==> src/rtl/serial_subtractor_if.sv <==
// ============================================================================
// serial_subtractor_if : request/result bundle for the bit-serial subtractor.
// Optional signal ovf exists only when SERIAL_SUB_OVF_EN is defined.
// Rev 1.0
// ============================================================================
`default_nettype none

interface serial_subtractor_if #(
   parameter int WIDTH = 8
) ();

   logic             start;
   logic [WIDTH-1:0] a;
   logic [WIDTH-1:0] b;
   logic             busy;
   logic             done;
   logic [WIDTH-1:0] diff;
   logic             borrow_out;
   logic             zero;
`ifdef SERIAL_SUB_OVF_EN
   logic             ovf;

   modport master (
      output start, a, b,
      input  busy, done, diff, borrow_out, zero, ovf
   );

   modport slave (
      input  start, a, b,
      output busy, done, diff, borrow_out, zero, ovf
   );
`else
   modport master (
      output start, a, b,
      input  busy, done, diff, borrow_out, zero
   );

   modport slave (
      input  start, a, b,
      output busy, done, diff, borrow_out, zero
   );
`endif

endinterface

`default_nettype wire

==> src/rtl/serial_subtractor.sv <==
// ============================================================================
// serial_subtractor : diff = a - b, one bit per clock LSB first, single
// full-subtractor cell. Macro SERIAL_SUB_OVF_EN adds signed-overflow output.
// Rev 1.0
// ============================================================================
`default_nettype none

module serial_subtractor #(
   parameter int WIDTH = 8
) (
   input wire                  clk,
   input wire                  rst_n,
   serial_subtractor_if.slave  bus
);

   localparam int CNT_W = (WIDTH > 1) ? $clog2(WIDTH) : 1;

   typedef enum logic [1:0] {
      S_IDLE  = 2'd0,
      S_SHIFT = 2'd1,
      S_DONE  = 2'd2
   } state_t;

   state_t            state_q;
   logic [WIDTH-1:0]  a_q;
   logic [WIDTH-1:0]  b_q;
   logic [WIDTH-1:0]  res_q;
   logic              bin_q;
   logic [CNT_W-1:0]  cnt_q;
   logic              busy_q;
   logic              done_q;
   logic [WIDTH-1:0]  diff_q;
   logic              borrow_q;
   logic              zero_q;
`ifdef SERIAL_SUB_OVF_EN
   logic              a_msb_q;
   logic              b_msb_q;
   logic              ovf_q;
`endif

   logic              bit_d;
   logic              bout_d;
   logic [WIDTH:0]    res_cat_d;
   logic [WIDTH-1:0]  res_d;
   logic              last_d;

   // Full-subtractor cell on the operand LSBs and the registered borrow
   always_comb begin
      bit_d     = a_q[0] ^ b_q[0] ^ bin_q;
      bout_d    = (~a_q[0] & b_q[0]) | (~(a_q[0] ^ b_q[0]) & bin_q);
      res_cat_d = {bit_d, res_q};
      res_d     = res_cat_d[WIDTH:1];
      last_d    = (cnt_q == CNT_W'(WIDTH - 1));
   end

   always_ff @(posedge clk) begin
      if (!rst_n) begin
         state_q  <= S_IDLE;
         a_q      <= '0;
         b_q      <= '0;
         res_q    <= '0;
         bin_q    <= 1'b0;
         cnt_q    <= '0;
         busy_q   <= 1'b0;
         done_q   <= 1'b0;
         diff_q   <= '0;
         borrow_q <= 1'b0;
         zero_q   <= 1'b0;
`ifdef SERIAL_SUB_OVF_EN
         a_msb_q  <= 1'b0;
         b_msb_q  <= 1'b0;
         ovf_q    <= 1'b0;
`endif
      end else begin
         case (state_q)
            S_IDLE: begin
               if (bus.start) begin
                  a_q     <= bus.a;
                  b_q     <= bus.b;
                  res_q   <= '0;
                  bin_q   <= 1'b0;
                  cnt_q   <= '0;
`ifdef SERIAL_SUB_OVF_EN
                  a_msb_q <= bus.a[WIDTH-1];
                  b_msb_q <= bus.b[WIDTH-1];
`endif
                  busy_q  <= 1'b1;
                  state_q <= S_SHIFT;
               end
            end

            S_SHIFT: begin
               a_q   <= a_q >> 1;
               b_q   <= b_q >> 1;
               res_q <= res_d;
               bin_q <= bout_d;
               cnt_q <= cnt_q + CNT_W'(1);
               // Results are captured from the final cell outputs, never partials
               if (last_d) begin
                  diff_q   <= res_d;
                  borrow_q <= bout_d;
                  zero_q   <= (res_d == '0);
`ifdef SERIAL_SUB_OVF_EN
                  ovf_q    <= (a_msb_q != b_msb_q) && (res_d[WIDTH-1] != a_msb_q);
`endif
                  busy_q   <= 1'b0;
                  done_q   <= 1'b1;
                  state_q  <= S_DONE;
               end
            end

            S_DONE: begin
               done_q  <= 1'b0;
               state_q <= S_IDLE;
            end

            default: begin
               busy_q  <= 1'b0;
               done_q  <= 1'b0;
               state_q <= S_IDLE;
            end
         endcase
      end
   end

   assign bus.busy       = busy_q;
   assign bus.done       = done_q;
   assign bus.diff       = diff_q;
   assign bus.borrow_out = borrow_q;
   assign bus.zero       = zero_q;
`ifdef SERIAL_SUB_OVF_EN
   assign bus.ovf        = ovf_q;
`endif

endmodule

`default_nettype wire
==> src/flat_wrapper.sv <==
// flat-port wrapper written by rule: the top's interface ports become plain ports
module serial_subtractor_flat 
#(
   parameter int WIDTH = 8
)
  (clk, rst_n, bus_start, bus_a, bus_b, bus_busy, bus_done, bus_diff, bus_borrow_out, bus_zero);
  serial_subtractor_if #(.WIDTH(WIDTH)) bus_i ();
  input wire clk;
  input wire rst_n;
  input wire logic [$bits(bus_i.start)-1:0] bus_start;
  input wire logic [$bits(bus_i.a)-1:0] bus_a;
  input wire logic [$bits(bus_i.b)-1:0] bus_b;
  output wire logic [$bits(bus_i.busy)-1:0] bus_busy;
  output wire logic [$bits(bus_i.done)-1:0] bus_done;
  output wire logic [$bits(bus_i.diff)-1:0] bus_diff;
  output wire logic [$bits(bus_i.borrow_out)-1:0] bus_borrow_out;
  output wire logic [$bits(bus_i.zero)-1:0] bus_zero;
  assign bus_i.start = bus_start;
  assign bus_i.a = bus_a;
  assign bus_i.b = bus_b;
  assign bus_busy = bus_i.busy;
  assign bus_done = bus_i.done;
  assign bus_diff = bus_i.diff;
  assign bus_borrow_out = bus_i.borrow_out;
  assign bus_zero = bus_i.zero;
  serial_subtractor #(.WIDTH(WIDTH)) u_core (.clk(clk), .rst_n(rst_n), .bus(bus_i));
endmodule
==> config.mk <==
export PLATFORM = sky130hd
export DESIGN_NAME = serial_subtractor_flat
export DESIGN_NICKNAME = d
export VERILOG_FILES = /design/src/rtl/serial_subtractor_if.sv /design/src/rtl/serial_subtractor.sv /design/src/flat_wrapper.sv
export SDC_FILE = /design/constraint.sdc
export NUM_CORES = 1
export LEC_CHECK = 0
export CAP_MARGIN = 20
export CORE_MARGIN = 4
export CORE_UTILIZATION = 56
export CTS_CLUSTER_SIZE = 16
export DETAILED_ROUTE_END_ITERATION = 12
export GPL_TIMING_DRIVEN = 0
export PLACE_DENSITY = 0.84
export SLEW_MARGIN = 20
export SYNTH_ARGS = -nofsm -noshare
export SYNTH_HDL_FRONTEND = slang
export SYNTH_SLANG_ARGS = --single-unit
==> constraint.sdc <==
create_clock -name clk -period 2 [get_ports clk]
set_input_delay 0.6 -clock clk [delete_from_list [all_inputs] [get_ports clk]]
set_output_delay 0.6 -clock clk [all_outputs]
set_load 0.03 [all_outputs]
Yosys cells after proc, flatten, opt, wreduce, memory -nomap -nowiden
Cells that the tools add are included.
{"block": "word_totals", "word_cells": 52, "input_bits": 19, "out_inout_bits": 12, "regBits": 42}
{"block": "classes", "mux": 18, "reduce_logical": 8, "n_bitwise": 9, "n_addsub": 1, "eq_ne": 5}
{"operator": "$pmux W8 S2", "count": 3}
{"operator": "$mux W8", "count": 3}
{"operator": "$logic_not A8 Y1", "count": 1}
{"operator": "$reduce_and A2 Y1", "count": 4}
{"operator": "$pmux W3 S2", "count": 1}
{"operator": "$mux W1", "count": 4}
{"operator": "$mux W2", "count": 2}
{"operator": "$not A1 Y1", "count": 4}
{"operator": "$pmux W1 S2", "count": 2}
{"operator": "$pmux W2 S2", "count": 1}
{"operator": "$add A3 B1 Y3 const B", "count": 1}
{"operator": "$eq A3 B3 Y1 const B", "count": 1}
{"operator": "$mux W3", "count": 1}
{"operator": "$pmux W1 S3", "count": 1}
{"operator": "$reduce_and A3 Y1", "count": 1}
{"operator": "$and A1 B1 Y1", "count": 2}
{"operator": "$eq A2 B1 Y1 const B", "count": 1}
{"operator": "$eq A2 B2 Y1 const B", "count": 1}
{"operator": "$logic_not A2 Y1", "count": 1}
{"operator": "$ne A2 B1 Y1 const B", "count": 1}
{"operator": "$ne A2 B2 Y1 const B", "count": 1}
{"operator": "$reduce_bool A2 Y1", "count": 1}
{"operator": "$xor A1 B1 Y1", "count": 2}
{"operator": "$or A1 B1 Y1", "count": 1}

Logic depth before layout (Yosys ltp)
Gate-level depths: netlist (run 1).
{"block": "depth", "ltp_word": 5, "mapped_depth": 6, "mapped_depth_nobuf": 5}

Least setup slack after synthesis (run 1)
Ideal clock, no wire load.
{"block": "synth_path", "path_type": "reg-to-reg", "from": "register u_core.cnt_q[0]", "to": "register u_core.borrow_q (netlist: u_core.bus.borrow_out)", "setup_ns": 0.116, "period_less_slack_ns": 1.362, "required_time_ns": 1.884, "path_slack_ns": 0.638, "n_path_buf": 1, "path_stages_with_launch": 6, "t_arrival_ns": 1.246, "cell_sequence": "dfxtp_1 ha_1 ha_1 and3b_2 buf_6 o211a_1"}
{"block": "synth_between", "elab_chain_len": 2}
{"item": "start: declaration", "line_no": "serial_subtractor.sv:29", "text": "logic [CNT_W-1:0] cnt_q;"}
{"item": "start signal: assignment", "line_no": "serial_subtractor.sv:97", "text": "cnt_q <= cnt_q + CNT_W'(1);"}
{"item": "$eq A3 B3 Y1", "line_no": "serial_subtractor.sv:53", "text": "last_d = (cnt_q == CNT_W'(WIDTH - 1));"}
{"item": "$reduce_and A2 Y1 (no source line)"}
{"item": "end signal: assignment", "line_no": "serial_subtractor.sv:101", "text": "borrow_q <= bout_d;"}
{"item": "end: declaration", "line_no": "serial_subtractor.sv:33", "text": "logic borrow_q;"}
No other way between the ends.
A chain may end at the register's enable or synchronous reset.

Final worst setup path (run 1)
{"block": "layout_path", "from": "register u_core.busy_q (netlist: u_core.bus.busy)", "to": "output port bus_busy"}
{"item": "start: declaration", "line_no": "serial_subtractor.sv:30", "text": "logic busy_q;"}
{"item": "start signal: assignment", "line_no": "serial_subtractor.sv:64", "text": "busy_q <= 1'b0;"}
{"item": "start signal: assignment", "line_no": "serial_subtractor.sv:87", "text": "busy_q <= 1'b1;"}
{"item": "start signal: assignment", "line_no": "serial_subtractor.sv:106", "text": "busy_q <= 1'b0;"}
{"item": "end: declaration", "line_no": "flat_wrapper.sv:13", "text": "output wire logic [$bits(bus_i.busy)-1:0] bus_busy;"}
No word-level cell between the ends.

==> impl_metrics.toml, run 1 <==
[pwr]
clockPowerShare = 0.347
power.density_nw_per_um2 = 733
p_sw_frac = 0.243
comb_power_share = 0.125
p_int_uw = 1250
p_switching_uw = 402
power.leakage_uw = 0.00103
vdd_drop_max_uv = 587
p_seq_frac = 0.528

[global_route]
antenna_found_initial = 0
grt_pass1_vias = 1509
grt_max_degree = 14
track_usage = 0.211
grt_overflow_total = 0
grt_pass1_wl_mm = 6.86

[layout]
final_area_sq_um = 2260
multi_input_area_sq_um = 836
final_core_util = 0.740
nFillCells = 249
final_layout_size_suffix_gt1_frac = 0.117
final_nets = 252
n_antenna_cell = 0
final_common_cell = "dfxtp_1"
layout_common_cells = "41 x dfxtp_1, 28 x nand2_1, 22 x a21oi_1"
seq_area_sq_um = 821
syn2layout_area_growth_pct = 26.0

[timing]
setup_viol = 0
slew_headroom = 0.723
finClkSkew_ns = 0.00605
tightest_slew_ns = 0.415
finalCriticalPeriod_ns = 1.76
fin_ws_ns = 0.243
finalHoldViolCount = 0
max_freq_mhz = 569
slew_viol_final = 0
tns_ns = 0
finalCritPeriodShare = 0.878
rsz0062_at_grt = "false"

[drt]
drt_iter0_markers = 56
avgViaCountPerCell = 5.59
route.vias.total = 1538
drc = 0
dr.pass1.iters = 4
ant_nets = 0
wl_per_cell_um = 14.2
wirelength_mm = 3.92

[worst_setup_path]
cp_max_fo = 3
crit_slowest_cell = "dlygate4sd2_1"
crit_type = "flop to output port"
endpoint_kind = "output port"
crit_path_start_kind = "flop"
cp_num_buf_inv = 1
cp_data_required_time_ns = 1.40
cp_slowest_stage_delay_ns = 0.42
cp.arrival_ns = 1.16
cp_top_family = "buffers and inverters"
path_cells = "dlygate4sd2_1"

[floorplanning]
die_area_sq_um = 4170
placementRows = 20
die_y_um = 64.6
start_util = 0.587
core_sq_um = 3050
die_x_um = 64.6
ioPinCount = 31

[cts]
cts_sinks = 41
cts_tree = "yes"
clk_pin_slew_ns = 0.12
cts.path.max_buffers = 2
clock_latency_ns = 0.36
cts_hold_buf = 0
cts_made_buffers = 5
htree_levels = 2
cts_root_buf = "clkbuf_4"

[yosys]
synth_flop_cell = "dfxtp_1"
synth_edf_count = 0
synth-seq-cells = 41
syn_avg_cell_area_sq_um = 9.28
synth.distinct_cells = 37
syn_area_sq_um = 1790
async_reset_ff_frac = 0
synthesis.nets = 215
synth_warnings = 0
syn_inst = 193
seq_area_frac_synth = 0.458

[run]
cap_violations = 0

[placed_design]
io_buffers = 30
placed_area_sq_um = 2150
gp_congestion = 0.786
dp_slack_ns = 0.000874
place.detailed.hpwl_mm = 2.88

[hold_path]
hold_path_class = "flop to flop"

[status]
outcome = "finished clean"
[cell usage after synthesis (2+ instances only)]
library cell	number	area, sq um
ha_1	2	25.0
o21ai_0	15	75.1
nor2b_1	11	68.8
buf_2	2	10.0
or3b_1	4	35.0
dfxtp_1	41	821
inv_1	5	18.8
and2_1	3	18.8
a21oi_1	22	110
a21oi_2	3	26.3
mux2i_1	2	20.0
a22oi_1	9	67.6
buf_6	6	67.6
a32o_1	2	20.0
a21boi_0	5	37.5
nand2_1	28	105
nor4_1	2	12.5
o221ai_1	4	35.0
clkbuf_1	4	15.0
a22o_1	2	17.5
a21boi_1	4	30.0
nand3_1	2	10.0
[metal layers]
metal,share of wire,track usage,wire length [um],vias up
met5,0,0,0,-
met2,0.50,0.365,1970,59
met1,0.41,0.244,1590,716
met3,0.069,0.0520,271,11
met4,0.024,0.0976,93,0
li1,-,-,-,752
[flip-flops by register name, indices dropped and copies added, names as in the netlist, 2 cells and up]
name             count
u_core.cnt_q         3
u_core.b_q           8
u_core.a_q           8
u_core.res_q         7
u_core.state_q       2
u_core.bus.diff      8
[power groups by stage]
stage                     registers, uW  clock network [uW]  logic [uW]
after detailed placement            892                   0         207
after floorplan                     889                   0         132
after CTS                           874                 582         207
after global routing                879                 618         232
after global placement              890                   0         199
final                               874                 574         207
[final timing paths]
| check | start | end | slack, ns | depth (start not counted) |
|---|---|---|---|---|
| max | u_core.bus.busy | bus_busy | 0.24 | 1 |
| min | u_core.bus.diff[6] | u_core.bus.diff[6] | 0.46 | 2 |
| max reg2reg | u_core.b_q[0] | u_core.bus.zero | 0.48 | 5 |
| min reg2reg | u_core.bus.diff[6] | u_core.bus.diff[6] | 0.46 | 2 |
[area by class of cell]
type | instances | area share
Tap cell | 44 | 0.0244
Timing Repair Buffer | 30 | 0.143
Sequential cell | 41 | 0.363
Inverter | 6 | 0.00997
Multi-Input combinational cell | 132 | 0.370
Buffer | 14 | 0.0499
Clock inverter | 2 | 0.0166
Clock buffer | 6 | 0.0227
[metrics by stage]
stage	instances	hold slack [ns]	power [uW]
final	275	0.460	1660
after global routing	275	0.489	1730
after CTS	275	0.466	1660
after detailed placement	267	0.447	1100
after global placement	267	0.442	1090
after floorplan	193	0.454	1020
[repair_timing]
action / in CTS / in global routing
endpoints found under the hold margin: 0 / 0
cloned: 0 / 0
setup buffers: 0 / 0
pin swaps: 0 / 0
resized for setup: 2 / 10
setup endpoints to repair: 2 / 10
[kinds of logic after synthesis]
group	after synthesis	share of synthesized area
adders and majority gates	3	0.0251
muxes	2	0.0112
DFF	41	0.458
buffers and inverters	20	0.0754
and+or+nand+nor	57	0.171
AOI/OAI and AO/OA	70	0.259
Power figures use the tool's default switching activity.
==> run 2, diff against run 1 <==
--- a/config.mk
+++ b/config.mk
@@ -6,12 +6,14 @@
 export NUM_CORES = 1
 export LEC_CHECK = 0
 export CAP_MARGIN = 20
+export CELL_PAD_IN_SITES_DETAIL_PLACEMENT = 1
+export CELL_PAD_IN_SITES_GLOBAL_PLACEMENT = 1
 export CORE_MARGIN = 4
-export CORE_UTILIZATION = 56
+export CORE_UTILIZATION = 42
 export CTS_CLUSTER_SIZE = 16
 export DETAILED_ROUTE_END_ITERATION = 12
 export GPL_TIMING_DRIVEN = 0
-export PLACE_DENSITY = 0.84
+export PLACE_DENSITY = 0.83
 export SLEW_MARGIN = 20
 export SYNTH_ARGS = -nofsm -noshare
 export SYNTH_HDL_FRONTEND = slang
==> run 2 against run 1 <==
  * Clock-buffer cell count stayed put
  * Sequential power hardly changed
  * Hold slack worse by 0.0048 ns
  * Combinational power is 4% higher
  * Flip-flop and latch count stayed put
  * Die area is 29% higher
  * Largest power group unchanged
  * Fmax is 9.4% lower
  * Power is 8.1% higher
  * Clock skew is 0.0023 ns higher
  * Via count is 1.1% higher
==> impl_metrics.toml, run 2 (synthesis gave the netlist of run 1 again) <==
[drt]
dr_wl_met2_mm = 2.46
wl_per_cell_um = 16.7
top_layer = "met4"
drc = 0
avgViaCountPerCell = 5.53
wirelength_mm = 4.70
met1_length_mm = 2.04
route.vias.total = 1555
drt_iter0_markers = 81
wl_met3_um = 141
dr.pass1.iters = 4
ant_nets = 0

[timing]
finalCritPeriodShare = 0.970
slew_viol_final = 0
slew_headroom = 0.724
fin_ws_ns = 0.0606
rsz0062_at_grt = "false"
finalHoldViolCount = 0
setup_viol = 0
finalCriticalPeriod_ns = 1.94
tightest_slew_ns = 0.414
max_freq_mhz = 516
finClkSkew_ns = 0.00832
tns_ns = 0

[worst_setup_path]
crit_path_start_kind = "flop"
cp.arrival_ns = 1.34
reg2reg_slack_ns = 0.46
crit_slowest_cell = "clkdlybuf4s50_1"
cp_num_buf_inv = 1
path_cells = "clkdlybuf4s50_1"
cp_slowest_stage_delay_ns = 0.69
crit_type = "flop to output port"
endpoint_kind = "output port"
cp_top_family = "buffers and inverters"
cp_data_required_time_ns = 1.40
cp_max_fo = 2

[global_route]
grt_pass1_vias = 1617
grt_max_degree = 14
grt_overflow_total = 0
grt_pass1_wl_mm = 7.94
antenna_found_initial = 0
track_usage = 0.192

[cts]
clock_latency_ns = 0.30
cts_resized = 0
htree_levels = 2
cts_tree = "yes"
clk_pin_slew_ns = 0.08
cts.path.max_buffers = 2
postCtsSetupBuffers = 0
cts_hold_buf = 0
cts_sinks = 41
cts_made_buffers = 5
cts_root_buf = "clkbuf_8"

[hold_path]
hold_path_class = "flop to flop"

[placed_design]
io_buffers = 30
gp_congestion = 0.778
place.detailed.hpwl_mm = 3.33
dp_slack_ns = -0.0284

[floorplanning]
placementRows = 23
die_y_um = 73.3
die_x_um = 73.3
die_area_sq_um = 5380
ioPinCount = 31
start_util = 0.442
core_sq_um = 4060

[pwr]
p_switching_uw = 427
power.leakage_uw = 0.000850
p_seq_frac = 0.488
comb_power_share = 0.120
p_sw_frac = 0.239
vdd_drop_max_uv = 478
power.density_nw_per_um2 = 787
p_int_uw = 1360
clockPowerShare = 0.392

[layout]
final_common_cell = "dfxtp_1"
final_core_util = 0.561
final_layout_size_suffix_gt1_frac = 0.117
syn2layout_area_growth_pct = 27.0
n_antenna_cell = 0
final_nets = 252
layout_common_cells = "41 x dfxtp_1, 30 x clkdlybuf4s50_1, 28 x nand2_1"

[run]
cap_violations = 0

[status]
outcome = "finished clean"
[run 2: changes by cell type in the layout (fill, tap and decap cells not counted)]
cell             previous run  this run
clkdlybuf4s50_1            18        30
dlymetal6s2s_1             10         0
clkbuf_4                    5         0
clkbuf_8                    1         6
dlygate4sd2_1               2         0
[run 2: per-stage QoR]
step	instances	cell area [sq um]	hold WS, ns	power, uW
after detailed placement	273	2150	0.447	1110
after floorplan	193	1790	0.454	1020
after global placement	273	2150	0.440	1090
after CTS	281	2270	0.459	1810
final	281	2270	0.455	1790
after global routing	281	2270	0.491	1870
[run 2: path summary, 6_finish.rpt]
kind                 startpoint  cells after the start            endpoint
max          u_core.bus.diff[3]                      1         bus_diff[3]
min          u_core.bus.diff[6]                      2  u_core.bus.diff[6]
max reg2reg       u_core.b_q[0]                      5     u_core.bus.zero
min reg2reg  u_core.bus.diff[6]                      2  u_core.bus.diff[6]
[run 2: area by class of cell]
cell class              count  area, sq um
well taps                  50         62.6
repair buffers             30          300
clock inverters             2         37.5
plain buffers              14          113
flip-flops and latches     41          821
inverters                   6         22.5
multi-input cells         132          836
clock buffers               6         82.6
fillers                   472         1780
[run 2: per-layer routing]
metal	track usage	vias up
li1	-	749
met1	0.235	775
met2	0.335	24
met3	0.0410	7
met4	0.0624	0
met5	0	-
[run 2: power groups by stage]
stage	registers, uW	clock network, uW	logic, uW
after floorplan	889	0	132
after global placement	890	0	202
after detailed placement	892	0	213
after CTS	873	716	218
after global routing	877	751	238
final	873	701	215
